`src/rtl/reject_sampler_core.sv`:
```
// Per-lane parallel rejection sampler: mode 0 tests random_in slices against q, mode 1 tests urnd < threshold.
// Define REJECT_SAMPLER_ACC_CNT_EN to add acc_count, a running total of accepted lanes.
module reject_sampler_core #(
   parameter int unsigned LANES      = 4,
   parameter int unsigned CAND_BITS  = 12,
   parameter bit          CONST_TIME = 1'b1
) (
   input  logic                         clk,
   input  logic                         rst_n,
   input  logic                         random_valid,
   input  logic [127:0]                 random_in,
   input  logic [15:0]                  q,
   input  logic [LANES*CAND_BITS-1:0]   cand_bus,
   input  logic [LANES*CAND_BITS-1:0]   urnd_bus,
   input  logic [LANES*CAND_BITS-1:0]   threshold_bus,
   input  logic [LANES-1:0]             mode_select,
   output logic [LANES-1:0]             acc_bus,
   output logic [LANES*CAND_BITS-1:0]   sample_tdata,
   output logic                         sample_tvalid
`ifdef REJECT_SAMPLER_ACC_CNT_EN
   ,
   output logic [31:0]                  acc_count
`endif
);

   localparam int unsigned BUS_W  = LANES * CAND_BITS;
   localparam int unsigned CMP_W  = (CAND_BITS > 16) ? CAND_BITS : 16;
   localparam int unsigned SLOT_W = $clog2(LANES + 1);

   if (BUS_W > 128 || LANES == 0 || CAND_BITS == 0) begin : g_bad_cfg
      $error("reject_sampler_core: LANES*CAND_BITS must be in 1..128");
   end

   if (BUS_W < 128) begin : g_spare_entropy
      logic unused_entropy;
      assign unused_entropy = ^random_in[127:BUS_W];
   end

   logic [LANES-1:0] accept;
   logic [BUS_W-1:0] positional;
   logic [BUS_W-1:0] data_next;
   logic             valid_next;

   // Lane evaluation is pure compare + mux, so every lane takes the same path regardless of data.
   for (genvar i = 0; i < LANES; i++) begin : g_lane
      logic [CAND_BITS-1:0] cand0;
      logic [CAND_BITS-1:0] cand1;
      logic [CAND_BITS-1:0] urnd;
      logic [CAND_BITS-1:0] thr;
      logic                 ok0;
      logic                 ok1;

      assign cand0 = random_in[i*CAND_BITS +: CAND_BITS];
      assign cand1 = cand_bus[i*CAND_BITS +: CAND_BITS];
      assign urnd  = urnd_bus[i*CAND_BITS +: CAND_BITS];
      assign thr   = threshold_bus[i*CAND_BITS +: CAND_BITS];
      assign ok0   = CMP_W'(cand0) < CMP_W'(q);
      assign ok1   = urnd < thr;

      assign accept[i] = random_valid & (mode_select[i] ? ok1 : ok0);
      assign positional[i*CAND_BITS +: CAND_BITS] =
         accept[i] ? (mode_select[i] ? cand1 : cand0) : '0;
   end

   if (CONST_TIME) begin : g_const_time
      assign data_next  = positional;
      assign valid_next = random_valid;
   end else begin : g_compact
      logic [BUS_W-1:0]  compact;
      logic [SLOT_W-1:0] slot;

      // Pack accepted lanes toward lane 0 in ascending lane order.
      always_comb begin
         compact = '0;
         slot    = '0;
         for (int i = 0; i < LANES; i++) begin
            if (accept[i]) begin
               compact[slot*CAND_BITS +: CAND_BITS] = positional[i*CAND_BITS +: CAND_BITS];
               slot = slot + SLOT_W'(1);
            end
         end
      end

      assign data_next  = compact;
      assign valid_next = |accept;
   end

   always_ff @(posedge clk) begin
      if (!rst_n) begin
         acc_bus       <= '0;
         sample_tdata  <= '0;
         sample_tvalid <= 1'b0;
      end else begin
         acc_bus       <= accept;
         sample_tdata  <= data_next;
         sample_tvalid <= valid_next;
      end
   end

`ifdef REJECT_SAMPLER_ACC_CNT_EN
   logic [31:0] pop;

   always_comb begin
      pop = '0;
      for (int i = 0; i < LANES; i++) begin
         pop = pop + 32'(accept[i]);
      end
   end

   // Wraps modulo 2^32 by construction.
   always_ff @(posedge clk) begin
      if (!rst_n) begin
         acc_count <= '0;
      end else begin
         acc_count <= acc_count + pop;
      end
   end
`endif

endmodule

```
`config.mk`:
```
export PLATFORM = sky130hd
export DESIGN_NAME = reject_sampler_core
export DESIGN_NICKNAME = d
export VERILOG_FILES = /design/src/rtl/reject_sampler_core.sv
export SDC_FILE = /design/constraint.sdc
export NUM_CORES = 1
export LEC_CHECK = 0
export ABC_AREA = 0
export BUFFER_PORTS_ARGS = -buffer_cell sky130_fd_sc_hd__buf_2
export CORE_AREA = 2 2 136 138
export DETAILED_ROUTE_END_ITERATION = 7
export DIE_AREA = 0 0 138 140
export GPL_ROUTABILITY_DRIVEN = 0
export PLACE_DENSITY = 0.61
export SLEW_MARGIN = 20
export SYNTH_ARGS = -nofsm -noshare
export SYNTH_HDL_FRONTEND = slang
export SYNTH_SLANG_ARGS = --single-unit
```
`constraint.sdc`:
```
create_clock -name clk -period 2.9 [get_ports clk]
set_input_delay 0.435 -clock clk [delete_from_list [all_inputs] [get_ports clk]]
set_output_delay 0.435 -clock clk [all_outputs]
set_load 0.02 [all_outputs]
```
==> flow_summary_export.csv <==
group,metric,value,unit
status,status,"finished, final reports clean",
placed_design,placedCellCount,985,
sta,timing.final.crit_period,2.14,ns
sta,fin_crit_sh,0.737,
global_route,grt_busiest_layer,"met2",
sta,fmax,0.468,GHz
clocking,post_cts_buffers,0,
sta,finalSetupTns,0,ns
sta,rsz0062_at_grt,"false",
sta,drv_slew,0,
route,drcViolationCount,0,
final_layout,multi_input_area,3220,sq um
route,first_pass_iters,4,
placed_design,dpl.hpwl,13100,microns
route,wirelength,16200,microns
final_layout,drive_above_1_share,0.458,
final_layout,syn_to_final_growth,38.2,%
floorplanning,rows,49,
logic_synthesis,synth_seq_area_share,0.229,
clocking,cts_resized,0,
clocking,clock_sinks,53,
floorplanning,io_pins,348,
global_route,globalRouteOverflowTotal,0,
setup_path,cp-start-kind,"input pin",
logic_synthesis,ys_warn_count,0,
global_route,grt_pass1_vias,4694,
sta,maxSlewHeadroom,0.406,
setup_path,worstSetupPathType,"input pin to register",
floorplanning,die_h,140,microns
run,cap_violations,0,
floorplanning,core,17800,sq um
clocking,clk_pin_slew,0.08,ns
global_route,met1_usage,0.208,
sta,setup_viol,0,
logic_synthesis,synth_seq_cells,53,
logic_synthesis,synthCells,499,
route,wl_per_cell,16.3,microns
logic_synthesis,synth.distinct_cells,39,
clocking,clockRootBuffer,"clkbuf_16",
global_route,grt_max_degree,17,
clocking,numCtsBuffers,5,
setup_path,crit_arrival,2.38,ns
global_route,grt_first_pass_wirelength,24800,microns
logic_synthesis,avgSynthCellArea,9.29,sq um
route,via_per_inst,4.71,
logic_synthesis,synth_edf_count,0,
min_path,holdCritPathClass,"input pin to register",
route,first_iter_violations,159,
placed_design,io_buffers,267,
floorplanning,initial_core_util,0.261,
min_path,holdPathEnd,"sample_tdata[45]",
final_layout,nets,1147,
pwr,powerDensity,349,nW/um^2
setup_path,cp_max_fo,9,
floorplanning,fp.dieW,138,microns
setup_path,critPathCaptureType,"register",
logic_synthesis,syn_nets,882,
floorplanning,dieArea,19300,sq um
clocking,cts_buffer_depth,2,
logic_synthesis,yosys_most_used_dff,"dfxtp_1",
final_layout,stdcell_count,994,
final_layout,fillers,1876,
clocking,cts_hold_buf,0,
final_layout,register_area,1060,sq um
clocking,htree_levels,2,
sta,worst_pin_slew,0.890,ns
min_path,hold_depth,3,
pwr,vdd_drop_max,0.183,mV
global_route,met3_usage,0.0414,
route,vias,4681,
final_layout,n_antenna_cell,0,
global_route,globalRouteMet2Util,0.281,
logic_synthesis,async_flop_share,0,
min_path,hp-start,"cand_bus[45]",
pwr,p_leak,3.60,nW
logic_synthesis,synthesis.area,4640,sq um
route,drtAntennaViolNets,0,
global_route,track_usage,0.163,
clocking,cts_tree,"built",
setup_path,critPathRequiredTime,3.14,ns
sta,finalHoldViolCount,0,
global_route,antenna_found_initial,0,
-- how the worst max path moves through the flow --
| stage | startpoint | to | slack [ns] | depth (start not counted) |
|---|---|---|---|---|
| 2_1_floorplan | q[2] | sample_tdata[10] | 1.02 | 7 |
| 4_1_cts | q[2] | sample_tdata[11] | 0.48 | 7 |
| 3_3_place_gp | q[2] | sample_tdata[11] | 0.18 | 7 |
| 5_1_grt | q[2] | sample_tdata[22] | 0.60 | 8 |
| 3_5_place_dp | q[2] | sample_tdata[11] | 0.17 | 7 |
| 6_report | q[2] | sample_tdata[22] | 0.76 | 8 |
-- metrics by stage --
stage | total power (W) | util | cell area, sq um | hold slack [ns] | worst slack, ns
after floorplan | 0.00117 | - | 4640 | 0.671 | 1.02
after global placement | 0.00146 | 0.349 | 6210 | 0.808 | 0.182
after detailed placement | 0.00147 | 0.349 | 6210 | 0.810 | 0.169
after CTS | 0.00227 | 0.360 | 6400 | 0.493 | 0.484
after global routing | 0.00238 | 0.360 | 6410 | 0.501 | 0.603
final | 0.00224 | 0.360 | 6410 | 0.501 | 0.763
-- placed cells by master, fill, tap and decap left out, types with 13 or more instances in the layout --
| cell type | synthesis | layout |
|---|---|---|
| and3_1 | 48 | 48 |
| a21oi_1 | 21 | 21 |
| o21ai_0 | 13 | 13 |
| inv_1 | 58 | 58 |
| mux2_2 | 48 | 48 |
| dfxtp_1 | 53 | 53 |
| a31o_1 | 41 | 41 |
| nand2_1 | 21 | 21 |
| buf_2 | 6 | 267 |
| ha_1 | 88 | 88 |
-- sequential cells by signal (all words and copies together), names as in the netlist --
name and cells:
sample_tdata 48, acc_bus 4, sample_tvalid 1
-- worst max-delay path, cell delays in order --
cell	delay [ns]
buf_2	0.10
inv_1	0.29
ha_1	0.32
a211oi_1	0.26
a2111oi_1	0.12
o211ai_1	0.45
buf_4	0.26
a31o_1	0.14
-- cell usage after synthesis, types with 7 or more instances --
library cell | n | area, sq um
ha_1 | 88 | 1100
inv_1 | 58 | 218
dfxtp_1 | 53 | 1060
and3_1 | 48 | 300
mux2_2 | 48 | 541
a31o_1 | 41 | 359
a21oi_1 | 21 | 105
nand2_1 | 21 | 78.8
o21ai_0 | 13 | 65.1
nor2_1 | 11 | 41.3
o211ai_1 | 9 | 67.6
a21o_1 | 7 | 52.6
a31o_2 | 7 | 61.3
-- logic make-up after synthesis --
| group | Yosys count | synth area share |
|---|---|---|
| muxes | 48 | 0.117 |
| and+or+nand+nor | 103 | 0.128 |
| buffers and inverters | 80 | 0.0766 |
| adders and majority gates | 88 | 0.237 |
| AOI/OAI and AO/OA | 127 | 0.212 |
| DFF | 53 | 0.229 |
-- final cells by class --
cell class / count / share of cell area
multi-input combinational: 366 / 0.503
sequential: 53 / 0.166
timing repair buffer: 279 / 0.223
clock inverter: 3 / 0.0102
tap: 229 / 0.0447
clock buffer: 5 / 0.0195
inverter: 59 / 0.0346
-- routing by layer --
layer | share of wire | vias to the layer above
met5 | 0 | -
met4 | 0.0073 | 0
met3 | 0.069 | 8
met2 | 0.47 | 180
met1 | 0.45 | 2094
li1 | - | 2399
-- where the power goes --
group / switching, W / internal (W) / leakage (nW)
clock: 0.000299 / 0.000494 / 0.0938
sequential: 0.00000921 / 0.000768 / 0.434
combinational: 0.000344 / 0.000323 / 3.07
Power figures use the tool's default switching activity.
